File: config.mk
export PLATFORM = sky130hd
export DESIGN_NAME = muldiv_sequencer
export DESIGN_NICKNAME = d
export VERILOG_FILES = /design/src/rtl/muldiv_sequencer.sv
export SDC_FILE = /design/constraint.sdc
export NUM_CORES = 1
export LEC_CHECK = 0
export ABC_CLOCK_PERIOD_IN_PS = 3600
export BUFFER_PORTS_ARGS = -buffer_cell sky130_fd_sc_hd__buf_2
export CELL_PAD_IN_SITES_DETAIL_PLACEMENT = 1
export CELL_PAD_IN_SITES_GLOBAL_PLACEMENT = 2
export CORE_MARGIN = 4
export CORE_UTILIZATION = 33
export DETAILED_ROUTE_END_ITERATION = 8
export GPL_ROUTABILITY_DRIVEN = 0
export PLACE_DENSITY = 0.89
export SKIP_CTS_REPAIR_TIMING = 1
export SLEW_MARGIN = 5
export SYNTH_ARGS = -nofsm -noshare
export SYNTH_HDL_FRONTEND = slang
export SYNTH_SLANG_ARGS = --single-unit
export TNS_END_PERCENT = 100
File: constraint.sdc
create_clock -name clk -period 3.6 [get_ports clk]
set_input_delay 1.08 -clock clk [delete_from_list [all_inputs] [get_ports clk]]
set_output_delay 1.08 -clock clk [all_outputs]
set_load 0.005 [all_outputs]
File: src/rtl/muldiv_sequencer.sv
// muldiv_sequencer: iterative signed Booth multiply / restoring divide driving HI/LO write-back
module muldiv_sequencer #(
    parameter int WIDTH = 32,
    parameter int CNT_W = 6
) (
    input  logic             clk,
    input  logic             reset,
    input  logic             mult_start,
    input  logic             div_start,
    input  logic [WIDTH-1:0] op_a,
    input  logic [WIDTH-1:0] op_b,
    output logic             busy,
    output logic             done,
    output logic             div_zero,
    output logic [WIDTH-1:0] hi_out,
    output logic [WIDTH-1:0] lo_out,
    output logic             hi_we,
    output logic             lo_we
);
    typedef enum logic [2:0] {IDLE, MULT_RUN, DIV_RUN, FIX_SIGN, DONE, DZ} state_t;
    state_t state, state_nx;
    logic [CNT_W-1:0] cnt;
    logic [WIDTH-1:0] acc_a, acc_q, m, abs_a, abs_b;
    logic qm1, is_div, sign_q, sign_r, last, div_ge;
    logic [WIDTH:0] booth_sum, div_shift, div_trial;
    assign last = cnt == CNT_W'(WIDTH - 1);
    assign abs_a = op_a[WIDTH-1] ? -op_a : op_a;
    assign abs_b = op_b[WIDTH-1] ? -op_b : op_b;
    // One extra bit keeps A-M exact when M is the most negative value
    assign booth_sum = {acc_q[0], qm1} == 2'b01 ? {acc_a[WIDTH-1], acc_a} + {m[WIDTH-1], m} :
                       {acc_q[0], qm1} == 2'b10 ? {acc_a[WIDTH-1], acc_a} - {m[WIDTH-1], m} :
                                                  {acc_a[WIDTH-1], acc_a};
    assign div_shift = {acc_a, acc_q[WIDTH-1]};
    assign div_trial = div_shift - {1'b0, m};
    assign div_ge = div_shift >= {1'b0, m};
    always_comb begin
        state_nx = IDLE;
        case (state)
            IDLE:              state_nx = mult_start ? MULT_RUN : !div_start ? IDLE :
                                          op_b == '0 ? DZ : DIV_RUN;
            MULT_RUN, DIV_RUN: state_nx = last ? FIX_SIGN : state;
            FIX_SIGN:          state_nx = DONE;
            default:           state_nx = IDLE;
        endcase
    end
    always_ff @(posedge clk or negedge reset) begin
        if (!reset) begin
            state    <= IDLE;
            busy     <= 1'b0;
            done     <= 1'b0;
            div_zero <= 1'b0;
            hi_we    <= 1'b0;
            lo_we    <= 1'b0;
        end else begin
            state    <= state_nx;
            busy     <= state_nx != IDLE;
            done     <= state_nx == DONE;
            div_zero <= state_nx == DZ;
            hi_we    <= state_nx == DONE;
            lo_we    <= state_nx == DONE;
        end
    end
    always_ff @(posedge clk or negedge reset) begin
        if (!reset) begin
            cnt    <= '0;
            acc_a  <= '0;
            acc_q  <= '0;
            m      <= '0;
            qm1    <= 1'b0;
            is_div <= 1'b0;
            sign_q <= 1'b0;
            sign_r <= 1'b0;
            hi_out <= '0;
            lo_out <= '0;
        end else begin
            case (state)
                IDLE: if (mult_start || div_start) begin
                    cnt    <= '0;
                    acc_a  <= '0;
                    qm1    <= 1'b0;
                    is_div <= !mult_start;
                    acc_q  <= mult_start ? op_b : abs_a;
                    m      <= mult_start ? op_a : abs_b;
                    sign_q <= op_a[WIDTH-1] ^ op_b[WIDTH-1];
                    sign_r <= op_a[WIDTH-1];
                end
                MULT_RUN: begin
                    acc_a <= booth_sum[WIDTH:1];
                    acc_q <= {booth_sum[0], acc_q[WIDTH-1:1]};
                    qm1   <= acc_q[0];
                    cnt   <= cnt + CNT_W'(1);
                end
                DIV_RUN: begin
                    acc_a <= div_ge ? div_trial[WIDTH-1:0] : div_shift[WIDTH-1:0];
                    acc_q <= {acc_q[WIDTH-2:0], div_ge};
                    cnt   <= cnt + CNT_W'(1);
                end
                FIX_SIGN: begin
                    hi_out <= is_div && sign_r ? -acc_a : acc_a;
                    lo_out <= is_div && sign_q ? -acc_q : acc_q;
                end
                default: ;
            endcase
        end
    end
endmodule

; ---- Yosys cells after proc, flatten, opt, wreduce, memory -nomap -nowiden
; Cells that the tools add are included.
[word_totals]
reg_bits = 176
latchBits = 0
mem_bits_rw = 0
rom_bits = 0
input_bits = 68
output_inout_bits = 69
word_cells = 73
mem_count = 0
[op_classes]
add_sub_neg = 8
mul = 0
n_div = 0
n_lt_le_gt_ge = 1
eq_ne = 10
shifts = 0
mux = 22
bitwise_logic = 1
reduce_logical = 16
[ops]
columns = cell, n
row1 = 32-bit two-way mux, 9
row2 = 32-bit one-hot mux with 3 select lines, 2
row3 = 32-bit negation, 4
row4 = 33-bit two-way mux, 2
row5 = 32-bit by 32-bit adder with 33-bit output, 1
row6 = 33-bit by 32-bit greater-or-equal comparator with 1-bit output, 1
row7 = 32-bit by 32-bit subtractor with 33-bit output, 1
row8 = 32-bit zero test, 1
row9 = 32-bit subtractor, 1
row10 = 3-bit two-way mux, 4
row11 = 6-bit one-hot mux with 2 select lines, 1
row12 = 3-bit one-hot mux with 3 select lines, 1
row13 = 2-bit AND reduction, 4
row14 = 6-bit by 1-bit adder with 6-bit output (second input constant), 1
row15 = 3-bit by 2-bit == test with 1-bit output (second input constant), 2
row16 = 3-bit == test (second input constant), 2
row17 = 6-bit by 5-bit == test with 1-bit output (second input constant), 1
row18 = 6-bit two-way mux, 1
row19 = 3-bit nonzero test, 2
row20 = 2-bit nonzero test, 2
row21 = 3-bit by 1-bit == test with 1-bit output (second input constant), 1
row22 = 3-bit zero test, 1
row23 = 3-bit != test (second input constant), 1
row24 = 3-bit AND reduction, 1
row25 = 10 further kinds, 11

; ---- Logic depth before layout (Yosys ltp)
; Gate-level depths: netlist of run 1.
[depth]
ltp_word = 6
ltp_mapped = 15
ltp_nobuf = 13

; ---- Worst setup path before layout of run 1
; OpenSTA, ideal clock, no wires.
[synth_path]
kind = input-to-reg
start = input op_b[0]
end = register m[29]
arrival_ns = 3.765
path_slack_ns = -0.297
path_stages = 10
path_cell_list = or4_1 or4_4 or4_4 or3_4 or3_4 o41ai_4 xor2_1 nor2_1 a21oi_2 o21ai_1
[synth_via]
elab_chain_cells = 3
[synth_lines]
columns = item, line
row1 = from (decl), 11  ; input logic [WIDTH-1:0] op_b,
row2 = 32-bit negation, 28  ; assign abs_b = op_b[WIDTH-1] ? -op_b : op_b;
row3 = 32-bit two-way mux, 28
row4 = 32-bit two-way mux, 83  ; m <= mult_start ? op_a : abs_b;
row5 = to (signal assigned), 83
row6 = to (decl), 23  ; logic [WIDTH-1:0] acc_a, acc_q, m, abs_a, abs_b;
; Every way passes these cells.
; A chain may end at the register's enable or synchronous reset.

; ---- Worst setup path after layout of run 1
[layout_path]
start = input op_b[0]
end = register m[25]
; The elaborated chain is that of the path after synthesis.

==> metrics.md, run 1 <==
| Metric | Value |
|---|---|
| Status | finished, violations left |
| Failing checks | setup timing |
| Area of the core | 48000 um^2 |
| Overall routing resource usage | 0.249 |
| CP bufs+invs | 1 |
| Multi-input gate area | 11100 um^2 |
| GR Overflow Total | 0 |
| Via density | 5.97 |
| FFs w/ async S/R, synth | 1.00 |
| Initial antenna violation count | 3 |
| Most frequent cells in the layout | nand2_1 (259), o21ai_0 (237), buf_4 (226) |
| Critical path class | in -> reg |
| Flip-flop and latch area | 4410 um^2 |
| Wire length per cell | 22.9 um |
| Critical path endpoint category | register |
| Sequential cell area fraction in the yosys report | 0.273 |
| Area Overhead vs Synth | 22.5% |
| PwrDens | 1110 nW/um^2 |
| Tmin final | 3.72 ns |
| Pre-CTS setup slack | -0.657 ns |
| Vias in the first global route | 18.5k |
| Slew Limit Fails | 0 |
| Post-synth top flop | dfrtp_1 |
| Detailed Route WL | 67.9 mm |
| TritonCTS buffer count | 17 |
| Clock Path Buffers | 2 |
| Antenna cell count | 0 |
| Number of I/O pins | 137 |
| Port buffer count | 136 |
| Mapped Cells | 2088 |
| TritonCTS clock tree | done |
| Crit path DAT | 4.07 ns |
| Fin cells | 2964 |
| Root Buffer | clkbuf_16 |
| H-Tree Depth | 4 |
| Setup Viol. Count Final | 3 |
| Synth warn | 0 |
| Antenna Nets Post-Route | 0 |
| Max Freq | 268 MHz |
| Max Cap Violations | 0 |
| Final net count | 2511 |
| Vias | 17.7k |
| Post-synth EDFFs | 0 |
| Detailed-route DRC error count | 0 |
| Die W | 229 um |
| Drt pass-1 iters | 7 |
| Layout cells sized above 1 | 0.202 |
| Critical path's largest stage delay | 0.52 ns |
| Iter 0 DRT Violations | 1443 |
| # rows | 80 |
| Syn Area/Cell | 7.73 um^2 |
| Layout Skew | 0.0136 ns |
| Chip height | 229 um |
| Crit-path leading delay family | simple AND/OR/NAND/NOR gates |
| Yosys reg bits | 176 |
| Area post-placement | 18900 um^2 |
| Most common library cell in the layout ignoring fill and taps | nand2_1 |
| Clk_lat worst skew | 0.50 ns |
| Starting Density | 0.336 |
| Syn Nets | 2262 |
| CP cell instances | buf_6, or4_4, or4_4, or4_4, or3_4, or3_4, o31ai_4, xor2_1, nor2_1, a21oi_1, o21ai_1 |
| Worst Hold Slack | 0.478 ns |
| Dpl cells | 2928 |
| Final Util | 0.411 |
| Overall power | 21.9 mW |
| P_leak | 8.79 nW |
| Share of the synthesized area in the top cell type | 0.273 |
| Clock slew at reported path FFs | 0.08 ns |
| Mapped cell area | 16100 um^2 |
| CP Max Fanout | 5 |
| CP max-delay cell | or4_4 |
| Setup tns final | -0.259 ns |
| Design area | 19800 um^2 |
| Post-synth top area cell | dfrtp_1 |
| Final hold vios | 0 |
| RSZ-0062 raised after global routing | true |
| VDD IR max | 0.430 mV |
| Sink Count | 176 |
| Die Area | 52500 um^2 |
| Synth area leaders | dfrtp_1 (27%), ha_1 (8.0%), o21ai_0 (7.5%), nand2_1 (6.1%), a21oi_1 (4.6%) |
| Slew margin rel. | 0.221 |
| Critical Path RT | 3.94 ns |
| Hold Path Class | reg -> reg |
| Dpl hpwl | 51.9 mm |
| Count of cell types in the netlist | 80 |
| # fillers | 5926 |
| Final WS setup | -0.125 ns |
| Global-route wire length before repair | 105 mm |
| Largest net degree at the start of global routing | 103 |
| Final Cycle Share | 1.03 |
| Most Frequent Cell on Critical Path | or4_4 |
| Worst-Margin Slew | 1.17 ns |
| Worst setup SP type | input port |
## power breakdown
group	switching [mW]	leakage (nW)	internal, mW
combinational	9.55	6.29	6.62
clock	0.987	0.287	0.976
sequential	0.898	2.22	2.90
total	11.4	8.79	10.5
## cells in the mapped netlist, types with 13 or more instances
| cell | instances |
|---|---|
| clkbuf_1 | 128 |
| a211oi_1 | 15 |
| o21bai_1 | 25 |
| o31ai_1 | 33 |
| o211ai_1 | 36 |
| a21o_1 | 26 |
| o21a_1 | 20 |
| inv_1 | 101 |
| a21oi_1 | 149 |
| nor2b_1 | 13 |
| dfrtp_1 | 176 |
| xor2_1 | 84 |
| nor2_1 | 139 |
| o22ai_1 | 19 |
| nor3_1 | 40 |
| nor4_1 | 20 |
| o41ai_1 | 18 |
| a31oi_1 | 17 |
| o21ai_0 | 242 |
| xnor2_1 | 76 |
| nand3_1 | 26 |
| a221o_1 | 19 |
| a222oi_1 | 20 |
| nand2_1 | 261 |
| nand2b_1 | 23 |
| or3_1 | 15 |
| o21ai_1 | 20 |
| or4_1 | 13 |
| nand4_1 | 15 |
| ha_1 | 103 |
| mux2i_1 | 30 |
| o221ai_1 | 30 |
## path summary, 6_finish.rpt
path,start,slack [ns],endpoint,cells after the start
worst min-delay path,hi_out[23],0.48,hi_out[23],2
max in group asynchronous,reset,2.22,lo_out[28],2
worst max-delay path,op_b[0],-0.12,m[25],11
worst max register to register,m[6],0.08,acc_a[20],13
worst min register to register,hi_out[23],0.48,hi_out[23],2
min in group asynchronous,reset,0.57,hi_out[5],1
## cells by family after synthesis
| logic type | after synthesis | share of synthesized area |
|---|---|---|
| xor+xnor | 160 | 0.0869 |
| compound gates | 754 | 0.301 |
| buf+inv | 244 | 0.0577 |
| mux | 36 | 0.0228 |
| fa+ha+maj | 106 | 0.0836 |
| simple gates | 612 | 0.175 |
| flops | 176 | 0.273 |
## layer usage
layer	GRT usage	vias up	part of all wire
li1	-	8094	-
met1	0.316	8862	0.43
met2	0.421	583	0.48
met3	0.0424	164	0.048
met4	0.0991	4	0.040
met5	0	-	0.00040
## tightest hold or removal path, delay by kind of cell (launching register included)
kind	cells	cell delay, ns
and+or+nand+nor	1	0.05
AOI/OAI and AO/OA	1	0.06
DFF	1	0.34
## layout make-up
| type | count | share of cell area |
|---|---|---|
| Inverter | 103 | 0.0196 |
| Timing Repair Buffer | 371 | 0.130 |
| Multi-Input combinational cell | 1668 | 0.559 |
| Clock buffer | 17 | 0.0215 |
| Tap cell | 615 | 0.0389 |
| Sequential cell | 176 | 0.223 |
| Clock inverter | 14 | 0.00741 |
## sequential cells by signal, summed over array words and instances, names as in the netlist
register,cells
state,3
sign_q,1
acc_a,32
qm1,1
sign_r,1
busy,1
cnt,6
acc_q,32
hi_out,32
lo_we,1
m,32
lo_out,32
div_zero,1
is_div,1
Note: power is estimated with default switching activity, not from simulation.
==> inputs of run 2 (changes only) <==
--- a/config.mk
+++ b/config.mk
@@ -5,15 +5,15 @@
 export SDC_FILE = /design/constraint.sdc
 export NUM_CORES = 1
 export LEC_CHECK = 0
-export ABC_CLOCK_PERIOD_IN_PS = 3600
-export BUFFER_PORTS_ARGS = -buffer_cell sky130_fd_sc_hd__buf_2
+export ABC_CLOCK_PERIOD_IN_PS = 4810
 export CELL_PAD_IN_SITES_DETAIL_PLACEMENT = 1
 export CELL_PAD_IN_SITES_GLOBAL_PLACEMENT = 2
 export CORE_MARGIN = 4
-export CORE_UTILIZATION = 33
+export CORE_UTILIZATION = 42
 export DETAILED_ROUTE_END_ITERATION = 8
+export DONT_BUFFER_PORTS = 1
 export GPL_ROUTABILITY_DRIVEN = 0
-export PLACE_DENSITY = 0.89
+export PLACE_DENSITY = 0.95
 export SKIP_CTS_REPAIR_TIMING = 1
 export SLEW_MARGIN = 5
 export SYNTH_ARGS = -nofsm -noshare
==> constraint.sdc (replaced) <==
create_clock -name clk -period 4.81 [get_ports clk]
set_input_delay 1.443 -clock clk [delete_from_list [all_inputs] [get_ports clk]]
set_output_delay 1.443 -clock clk [all_outputs]
set_load 0.005 [all_outputs]
==> run 2 against run 1 <==
Against the previous run:
- the run now ends clean
- routed wire length decreased by 9.9%
- global-route usage up 3.9 points
- clock skew is 0.0051 ns higher
- sequential share of layout area up 3.5 points
- non-clock buffer count fell by 340
- largest power group unchanged
- total power decreased by 35%
- cell area is 14% lower
- die area shrank 21%
==> metrics.md, run 2 (same netlist as run 1, synthesis figures left out) <==
| Metric | Value |
|---|---|
| Status | finished clean |
| Final WS setup | 0.384 ns |
| Most frequent cells in the layout | nand2_1 (260), o21ai_0 (242), dfrtp_1 (176) |
| Final Cycle Share | 0.920 |
| P_leak | 7.11 nW |
| Number of I/O pins | 137 |
| Final net count | 2171 |
| H-Tree Depth | 4 |
| Detailed Route WL | 61.2 mm |
| Worst setup SP type | register |
| TritonCTS buffer count | 17 |
| Starting Density | 0.427 |
| Clock slew at reported path FFs | 0.08 ns |
| Clock Path Buffers | 2 |
| RSZ-0062 raised after global routing | false |
| Final hold vios | 0 |
| Sink Count | 176 |
| Global-route wire length before repair | 96.2 mm |
| Layout Skew | 0.0186 ns |
| Sw Share | 0.543 |
| Slew margin rel. | 0.265 |
| Critical path endpoint category | register |
| Combinational Power Share | 0.680 |
| Die Area | 41600 um^2 |
| Seq pwr share | 0.217 |
| Tmin final | 4.43 ns |
| Crit path to | acc_a[21] |
| Vias in the first global route | 16.8k |
| Layout cells sized above 1 | 0.0468 |
| TritonCTS clock tree | done |
| Critical Path RT | 5.15 ns |
| Wire length per cell | 24.3 um |
| GR Overflow Total | 0 |
| RR Endpoint | acc_a[21] |
| Vias | 16.3k |
| Drt pass-1 iters | 6 |
| Area Overhead vs Synth | 5.86% |
| Hold depth | 2 |
| CP Max Fanout | 8 |
| Hold Path Class | reg -> reg |
| Internal | 6.53 mW |
| Worst-Margin Slew | 1.10 ns |
| Chip height | 204 um |
| Switching Power | 7.77 mW |
| Iter 0 DRT Violations | 1399 |
| Largest net degree at the start of global routing | 177 |
| Clk_lat worst skew | 0.47 ns |
| Clock share of power | 0.103 |
| Critical path class | reg -> reg |
| Worst R2R Path Depth | 13 |
| CP startpoint | acc_a[0] |
| Detailed-route DRC error count | 0 |
| Reg-to-reg slack, setup | 0.38 ns |
| # rows | 71 |
| Area of the core | 37800 um^2 |
| Root Buffer | clkbuf_16 |
| Final Util | 0.452 |
| Die W | 204 um |
| Crit path DAT | 4.77 ns |
| Max Freq | 226 MHz |
| Setup Viol. Count Final | 0 |
| Setup tns final | 0 ns |
| VDD IR max | 0.303 mV |
| Overall routing resource usage | 0.288 |
| Initial antenna violation count | 0 |
| Port buffer count | 0 |
| Max Cap Violations | 0 |
| Most common library cell in the layout ignoring fill and taps | nand2_1 |
| PwrDens | 837 nW/um^2 |
| # fillers | 4599 |
| Antenna Nets Post-Route | 0 |
| Via density | 6.48 |
| Slew Limit Fails | 0 |
| Pre-CTS setup slack | 0.315 ns |
| Reg2reg start | acc_a[0] |
| Dpl hpwl | 45.4 mm |
==> run 2: worst max-delay path, cell delays in order, from the launching register on <==
cell	delay (ns)
dfrtp_1	0.50
ha_1	0.28
inv_1	0.07
fa_1	0.21
nor2_1	0.07
o311ai_0	0.85
a211oi_1	0.32
o31ai_1	0.61
a21oi_1	0.24
o21ai_0	0.40
nand2b_1	0.13
o221ai_1	0.20
a21oi_1	0.12
a221o_1	0.28
==> run 2: worst min-delay path by stage <==
stage,start,end,slack (ns)
final,hi_out[25],hi_out[25],0.51
after global routing,hi_out[28],hi_out[28],0.54
after detailed placement,sign_r,sign_r,0.50
after CTS,cnt[5],cnt[5],0.52
after global placement,sign_r,sign_r,0.48
after floorplan,sign_r,sign_r,0.46
==> run 2: metal layers <==
layer,vias up,GRT usage,share of wire
li1,7408,-,-
met1,8181,0.380,0.43
met2,592,0.473,0.47
met3,152,0.0474,0.061
met4,0,0.112,0.038
met5,-,0,0
==> run 2: stage by stage <==
step | cells | total power, mW | hold slack, ns | cell area (um^2)
2_1_floorplan | 2088 | 9.84 | 0.461 | 16100
3_3_place_gp | 2489 | 12.2 | 0.479 | 16500
3_5_place_dp | 2489 | 12.6 | 0.499 | 16500
4_1_cts | 2521 | 14.1 | 0.520 | 17100
5_1_grt | 2521 | 15.4 | 0.539 | 17100
6_report | 2522 | 14.3 | 0.511 | 17100
==> run 2: power groups by stage <==
stage / clock [mW] / combinational, mW / sequential [mW]
global route: 1.53 / 10.6 / 3.19
CTS: 1.49 / 9.54 / 3.10
floorplan: 0 / 7.10 / 2.73
global placement: 0 / 9.11 / 3.09
finish: 1.47 / 9.73 / 3.10
detailed placement: 0 / 9.46 / 3.12
==> run 2: cell type report <==
type	instances	area, um^2	share of cell area
sequential	176	4400	0.258
clock buffer	19	443	0.0259
antenna	1	2.50	0.000147
timing repair buffer	31	233	0.0136
tap	511	639	0.0374
inverter	103	387	0.0226
clock inverter	13	143	0.00835
multi-input combinational	1668	10800	0.634
